[src/rtl/dffrf_nr1w.sv]
// Flip-flop register file with one write port and N_READ registered read ports.
// A clear sequencer zeroes every entry after reset or on a CLR pulse.
module dffrf_nr1w #(
    parameter int unsigned DATA_W   = 32,
    parameter int unsigned ADDR_W   = 5,
    parameter int unsigned DEPTH    = 32,
    parameter int unsigned N_READ   = 2,
    parameter int unsigned ZERO_REG = 1,
    parameter int unsigned BYPASS   = 1
) (
    input  logic                       CLK,
    input  logic                       RST,
    input  logic                       CLR,
    output logic                       BUSY,
    input  logic                       WE,
    input  logic [ADDR_W-1:0]          RW,
    input  logic [DATA_W-1:0]          DW,
    input  logic [N_READ-1:0]          RE,
    input  logic [N_READ*ADDR_W-1:0]   RA,
    output logic [N_READ*DATA_W-1:0]   DO
);

    typedef enum logic [0:0] {StInit, StRun} state_e;

    // One extra bit so DEPTH == 2**ADDR_W is representable.
    localparam logic [ADDR_W:0]   DEPTH_X = (ADDR_W+1)'(DEPTH);
    localparam logic [ADDR_W-1:0] LAST    = ADDR_W'(DEPTH - 1);

    state_e              r_state;
    state_e              w_state_nxt;
    logic [ADDR_W-1:0]   r_cnt;
    logic [ADDR_W-1:0]   w_cnt_nxt;
    logic [DATA_W-1:0]   r_mem [DEPTH];
    logic [DATA_W-1:0]   r_do  [N_READ];
    logic [DATA_W-1:0]   w_rd  [N_READ];
    logic [ADDR_W-1:0]   w_ra  [N_READ];
    logic                w_wr_ok;

    assign BUSY = (r_state == StInit);

    always_comb begin
        w_wr_ok = (r_state == StRun) && WE && !CLR && ({1'b0, RW} < DEPTH_X);
        if (ZERO_REG != 0 && RW == '0) begin
            w_wr_ok = 1'b0;
        end
    end

    always_ff @(posedge CLK or posedge RST) begin
        if (RST) begin
            r_state <= StInit;
            r_cnt   <= '0;
        end else begin
            r_state <= w_state_nxt;
            r_cnt   <= w_cnt_nxt;
        end
    end

    always_comb begin
        w_state_nxt = r_state;
        w_cnt_nxt   = r_cnt;
        case (r_state)
            StInit: begin
                if (r_cnt == LAST) begin
                    w_state_nxt = StRun;
                    w_cnt_nxt   = '0;
                end else begin
                    w_cnt_nxt = r_cnt + 1'b1;
                end
            end
            StRun: begin
                if (CLR) begin
                    w_state_nxt = StInit;
                    w_cnt_nxt   = '0;
                end
            end
            default: begin
                w_state_nxt = StInit;
                w_cnt_nxt   = '0;
            end
        endcase
    end

    // Storage is never reset; the sweep zeroes it before RUN.
    always_ff @(posedge CLK) begin
        if (r_state == StInit) begin
            r_mem[r_cnt] <= '0;
        end else if (w_wr_ok) begin
            r_mem[RW] <= DW;
        end
    end

    always_comb begin
        for (int i = 0; i < int'(N_READ); i++) begin
            w_ra[i] = RA[i*ADDR_W +: ADDR_W];
            w_rd[i] = '0;
            if (ZERO_REG != 0 && w_ra[i] == '0) begin
                w_rd[i] = '0;
            end else if ({1'b0, w_ra[i]} >= DEPTH_X) begin
                w_rd[i] = '0;
            end else if (BYPASS != 0 && w_wr_ok && RW == w_ra[i]) begin
                w_rd[i] = DW;
            end else begin
                w_rd[i] = r_mem[w_ra[i]];
            end
        end
    end

    always_ff @(posedge CLK or posedge RST) begin
        if (RST) begin
            for (int i = 0; i < int'(N_READ); i++) begin
                r_do[i] <= '0;
            end
        end else begin
            for (int i = 0; i < int'(N_READ); i++) begin
                if (RE[i]) begin
                    r_do[i] <= (r_state == StInit) ? '0 : w_rd[i];
                end
            end
        end
    end

    always_comb begin
        DO = '0;
        for (int i = 0; i < int'(N_READ); i++) begin
            DO[i*DATA_W +: DATA_W] = r_do[i];
        end
    end

endmodule
[config.mk]
export PLATFORM = sky130hd
export DESIGN_NAME = dffrf_nr1w
export DESIGN_NICKNAME = d
export VERILOG_FILES = /design/src/rtl/dffrf_nr1w.sv
export SDC_FILE = /design/constraint.sdc
export NUM_CORES = 1
export LEC_CHECK = 0
export CAP_MARGIN = 5
export CORE_MARGIN = 2
export CORE_UTILIZATION = 52
export CTS_CLUSTER_SIZE = 20
export DETAILED_ROUTE_END_ITERATION = 8
export PLACE_DENSITY = 0.81
export SLEW_MARGIN = 20
export SYNTH_ARGS = -nofsm -noshare
export SYNTH_HDL_FRONTEND = slang
export SYNTH_SLANG_ARGS = --single-unit
[constraint.sdc]
create_clock -name CLK -period 6.5 [get_ports CLK]
set_clock_uncertainty 0.15 [all_clocks]
set_input_delay 1.3 -clock CLK [delete_from_list [all_inputs] [get_ports CLK]]
set_output_delay 1.3 -clock CLK [all_outputs]
set_load 0.05 [all_outputs]
* Word level (Yosys, flattened, before mapping)
Memories as Yosys holds them, arrays and structs flattened.
Cells that the tools add are included.
** Cells by class
- Eq/ne operators :: 4
- Mux-type cells :: 20
- Add/sub/neg operators :: 1
- Reduce and logical (&&, ||, !) cells :: 9
- Bitwise operators :: 1
** Operators with widths (number)
- 2-to-1 mux 32 bit :: 7
- OR reduction 32 bit :: 1
- zero test 5 bit :: 3
- 2-to-1 mux 5 bit :: 3
- equality test 5 bit :: 2
- case mux 5 bit (2 select lines) :: 1
- 2-to-1 mux 1 bit :: 8
- adder 5 x 1 -> 5 bit, second input constant :: 1
- equality test 5 bit, second input constant :: 1
- logical AND 1 bit :: 4
- inequality test 2 bit, second input constant :: 1
- case mux 1 bit (2 select lines) :: 1
- zero test 1 bit :: 1
- inverter 1 bit :: 1
** Storage, ports and cells
- Register bits :: 70
- Output and inout port bits :: 65
- Memories :: 1
- RAM bits :: 1024
** Memories
- r_mem :: words 32, bits a word 32, read ports 2, clocked after memory_dff 0, write ports 1, line 33 : logic [DATA_W-1:0] r_mem [DEPTH];

* Longest topological paths before layout
- Word-level depth :: 8
- Depth in mapped cells :: 10
- Depth with buffers taken out :: 6

* Least setup slack after synthesis
Ideal clock, no wire load.
- Path type :: input -> register
- Start point :: in RW[0]
- End point :: mem r_mem[0][0], enable pin
- Cell stages on the path :: 6
- Arrival :: 4.117 ns
- Path slack :: 1.812 ns
- Library setup time :: 0.421 ns
- Cell sequence :: clkbuf_1 -> or4_1 -> o21a_1 -> mux2i_1 -> nand3_1 -> nor2_1
** Between the ends
- Cells in the longest elaborated chain, start to end :: 7
** RTL lines
- start: declaration :: line 16 : input logic [ADDR_W-1:0] RW,
- zero test 5 bit :: line 43 : if (ZERO_REG != 0 && RW == '0) begin
- 2-to-1 mux 1 bit :: line 43
- 2-to-1 mux 1 bit :: line 87 : end else if (w_wr_ok) begin
- 2-to-1 mux 1 bit :: line 85 : if (r_state == StInit) begin
- 2-to-1 mux 1 bit (not written as such) :: line 88 : r_mem[RW] <= DW;
- OR reduction 32 bit (no source line)
- 2-to-1 mux 5 bit (no source line) / 2-to-1 mux 1 bit (equally long branches)
- end: declaration :: line 33
Parallel ways exist; a longest one is shown, timed or not.

* Worst setup path in the final report
- Start point :: in RA[8]
- End point :: reg r_do (netlist bit DO[58])
** Between the ends
- Cells in the longest elaborated chain, start to end :: 5
** RTL lines
- start: declaration :: line 19 : input logic [N_READ*ADDR_W-1:0] RA,
- parallel branches: the longest is 3 deep, another holds memory read (32 x 32 bit)
- 2-to-1 mux 32 bit (*) :: line 96 : if (ZERO_REG != 0 && w_ra[i] == '0) begin
- 2-to-1 mux 32 bit (*) :: line 116 : r_do[i] <= (r_state == StInit) ? '0 : w_rd[i];
- end signal: indexed assignment :: line 116
- end: declaration :: line 34 : logic [DATA_W-1:0] r_do [N_READ];
Mark *: on every way between the ends.
A chain may end at the register's enable or synchronous reset.

==> impl_metrics.json <==
{
  "row_count": 114,
  "cts-resized-gates": 0,
  "intPower_mw": 13.5,
  "vias_per_cell": 7.57,
  "synth.distinct_cells": 56,
  "vias": 31540,
  "finalNonFillerCells": 4164,
  "ys_seq_area_share_pct": 64.5,
  "drc": 0,
  "finalSetupViolations": 0,
  "hp-class": "reg -> reg",
  "cts_tree": "built",
  "ys_top_cells_by_area": "edfxtp_1 61%, mux4_2 17%, mux2i_1 5.1%, dfrtp_1 3.5%, mux2_2 1.5%",
  "crit_chain": "buf_2, buf_4, or3b_2, buf_4, o22ai_1, a2111oi_0, buf_4, nor3_1, a221o_1",
  "die_w_um": 315,
  "wire_per_inst_um": 37.0,
  "synth-edff-count": 1024,
  "drt_pass1_iterations": 6,
  "cpPeakStageDelay_ps": 1010,
  "root_buffer": "clkbuf_16",
  "cp_max_fo": 19,
  "final_hold_viol_count": 0,
  "synth_top_cells_by_count": "1024 x edfxtp_1, 384 x mux4_2, 258 x mux2i_1",
  "dp_hpwl_um": 94500,
  "cts.sinks": 1094,
  "synthDominantCellAreaShare_pct": 61.0,
  "fin_tns_setup_ps": 0,
  "core_area_sq_um": 96400,
  "cpMaxStageDelayCell": "a2111oi_0",
  "drt_iter0_drc": 5248,
  "path_common_cell": "buf_4",
  "die_y_um": 315,
  "rsz0062_at_grt": "no",
  "fin_hold_ws_ps": 364,
  "ir_drop_mv": 0.214,
  "postSynthCellCount": 2673,
  "period_needed_ps": 4630,
  "sw_frac_of_total_pct": 28.2,
  "htreeDepth": 3,
  "clock_latency_ps": 700,
  "synth_top_area_cell": "edfxtp_1",
  "port-buffer-count": 117,
  "ant_nets": 0,
  "yosysWarnings": 0,
  "start_util_pct": 52.3,
  "p_per_area_nw_per_um2": 329,
  "gp_congestion": 0.948,
  "worst_slew_pin_slew_ps": 1180,
  "critPathLaunchType": "input pin",
  "antenna_found_initial": 4,
  "crit_required_ps": 6930,
  "path_buf_inv": 4,
  "track_usage_pct": 31.1,
  "fmax_mhz": 216,
  "synth-async-reset-ratio_pct": 6.40,
  "grt_pass1_vias": 32067,
  "max_cap_violations": 0,
  "synth_most_common_cell": "edfxtp_1",
  "wl_um": 154000,
  "syn-num-nets": 2728,
  "critical_path.top_delay_family": "buffers and inverters",
  "ys.flop_type": "edfxtp_1",
  "clock_path_buffers": 3,
  "syn2layout_area_growth_pct": 13.4,
  "clk_pin_slew_ps": 60,
  "grt_max_degree": 74,
  "power_frac_clock_pct": 34.4,
  "post_cts_buffers": 0,
  "endpoint_kind": "flip-flop",
  "nets": 2848,
  "placed_cell_area_sq_um": 53300,
  "switching_power_mw": 5.29,
  "fin_util_pct": 59.3,
  "drive_gt1_share_pct": 29.2,
  "netlist_area_sq_um": 50400,
  "fillCellCount": 6700,
  "multi_input_area_sq_um": 17100,
  "ys_ff_latch": 1094,
  "seq_area_sq_um": 32500,
  "critical_path_class": "in -> reg",
  "io_pins": 118,
  "slew_violations": 0,
  "finalCritPeriodShare_pct": 71.3,
  "outcome": "finished clean",
  "crit_arrival_ps": 5070,
  "hold_buffers": 0,
  "dieArea_sq_um": 99500,
  "grt_first_pass_wirelength_um": 222000,
  "power_frac_comb_pct": 17.5,
  "cts_made_buffers": 111,
  "max_slew_margin_pct": 19.4,
  "avgSynthCellArea_sq_um": 18.9,
  "power_leakage_nw": 19.2,
  "dp.cells": 3952,
  "stdcell_area_sq_um": 57200,
  "grt-ovfl-total": 0,
  "seqPwrFrac_pct": 48.0
}
==> state kept, by name, indices dropped and copies added, names as in the netlist <==
name and flops:
r_mem 1024, DO 64, r_cnt 5, r_state 1
==> cells by family (layout without fill, tap and decap cells) <==
kind of cell / Yosys count / after routing / synth area share (%)
buf+inv: 233 / 446 / 2.42
other cells: 0 / 2 / 0
compound gates: 447 / 447 / 7.30
mux: 708 / 708 / 23.8
simple gates: 179 / 179 / 1.84
flops: 1094 / 1094 / 64.5
fa+ha+maj: 2 / 2 / 0.0496
xor+xnor: 10 / 10 / 0.174
==> worst paths after layout <==
check	startpoint	end	slack, ps	cells past startpoint
worst max-delay path	RA[8]	DO[58]$_DFFE_PP0P_	1870	9
max in group asynchronous	RST	DO[6]$_DFFE_PP0P_	4210	3
worst min-delay path	DO[58]$_DFFE_PP0P_	DO[58]$_DFFE_PP0P_	360	1
min in group asynchronous	RST	r_state$_DFF_PP0_	750	2
worst max register to register	r_state$_DFF_PP0_	r_mem[0][18]$_DFFE_PP_	2620	7
worst min register to register	DO[58]$_DFFE_PP0P_	DO[58]$_DFFE_PP0P_	360	1
==> cell usage in the layout (no fill, tap or decap), types with 45 or more instances in the layout <==
master,synthesis,layout
a221o_1,62,62
a22o_1,45,45
buf_4,26,96
clkbuf_16,0,116
clkdlybuf4s50_1,0,107
dfrtp_1,70,70
edfxtp_1,1024,1024
mux2_2,66,66
mux2i_1,258,258
mux4_2,384,384
o221ai_1,69,69
o22ai_1,58,58
==> area by class of cell <==
type	instances	area share [%]
antenna	2	0.00876
clock buffer	139	5.32
clock inverter	67	1.11
inverter	9	0.0613
multi-input combinational	1346	29.9
sequential	1094	56.9
tap	1276	2.79
timing repair buffer	231	3.98
==> through the flow <==
| step | total power [mW] | setup slack [ps] |
|---|---|---|
| 6_report | 18.8 | 1870 |
| 5_1_grt | 19.2 | 1890 |
| 4_1_cts | 18.7 | 2070 |
| 3_5_place_dp | 12.3 | 1360 |
| 3_3_place_gp | 12.1 | 1400 |
| 2_1_floorplan | 10.9 | 1810 |
==> power groups by stage <==
stage	Sequential, mW	Combinational [mW]	Clock (mW)
after floorplan	9.26	1.66	0
after global placement	9.04	3.11	0
after detailed placement	9.12	3.19	0
after CTS	8.99	3.21	6.46
after global routing	9.05	3.38	6.72
final	9.02	3.29	6.47
==> metal layers <==
| metal | vias up | global-route usage (%) | wire length [um] |
|---|---|---|---|
| li1 | 11849 | - | - |
| met1 | 16222 | 40.1 | 52100 |
| met2 | 2882 | 48.0 | 72100 |
| met3 | 581 | 8.53 | 20200 |
| met4 | 6 | 17.4 | 9820 |
| met5 | - | 0 | 43 |
Power figures use the tool's default switching activity.
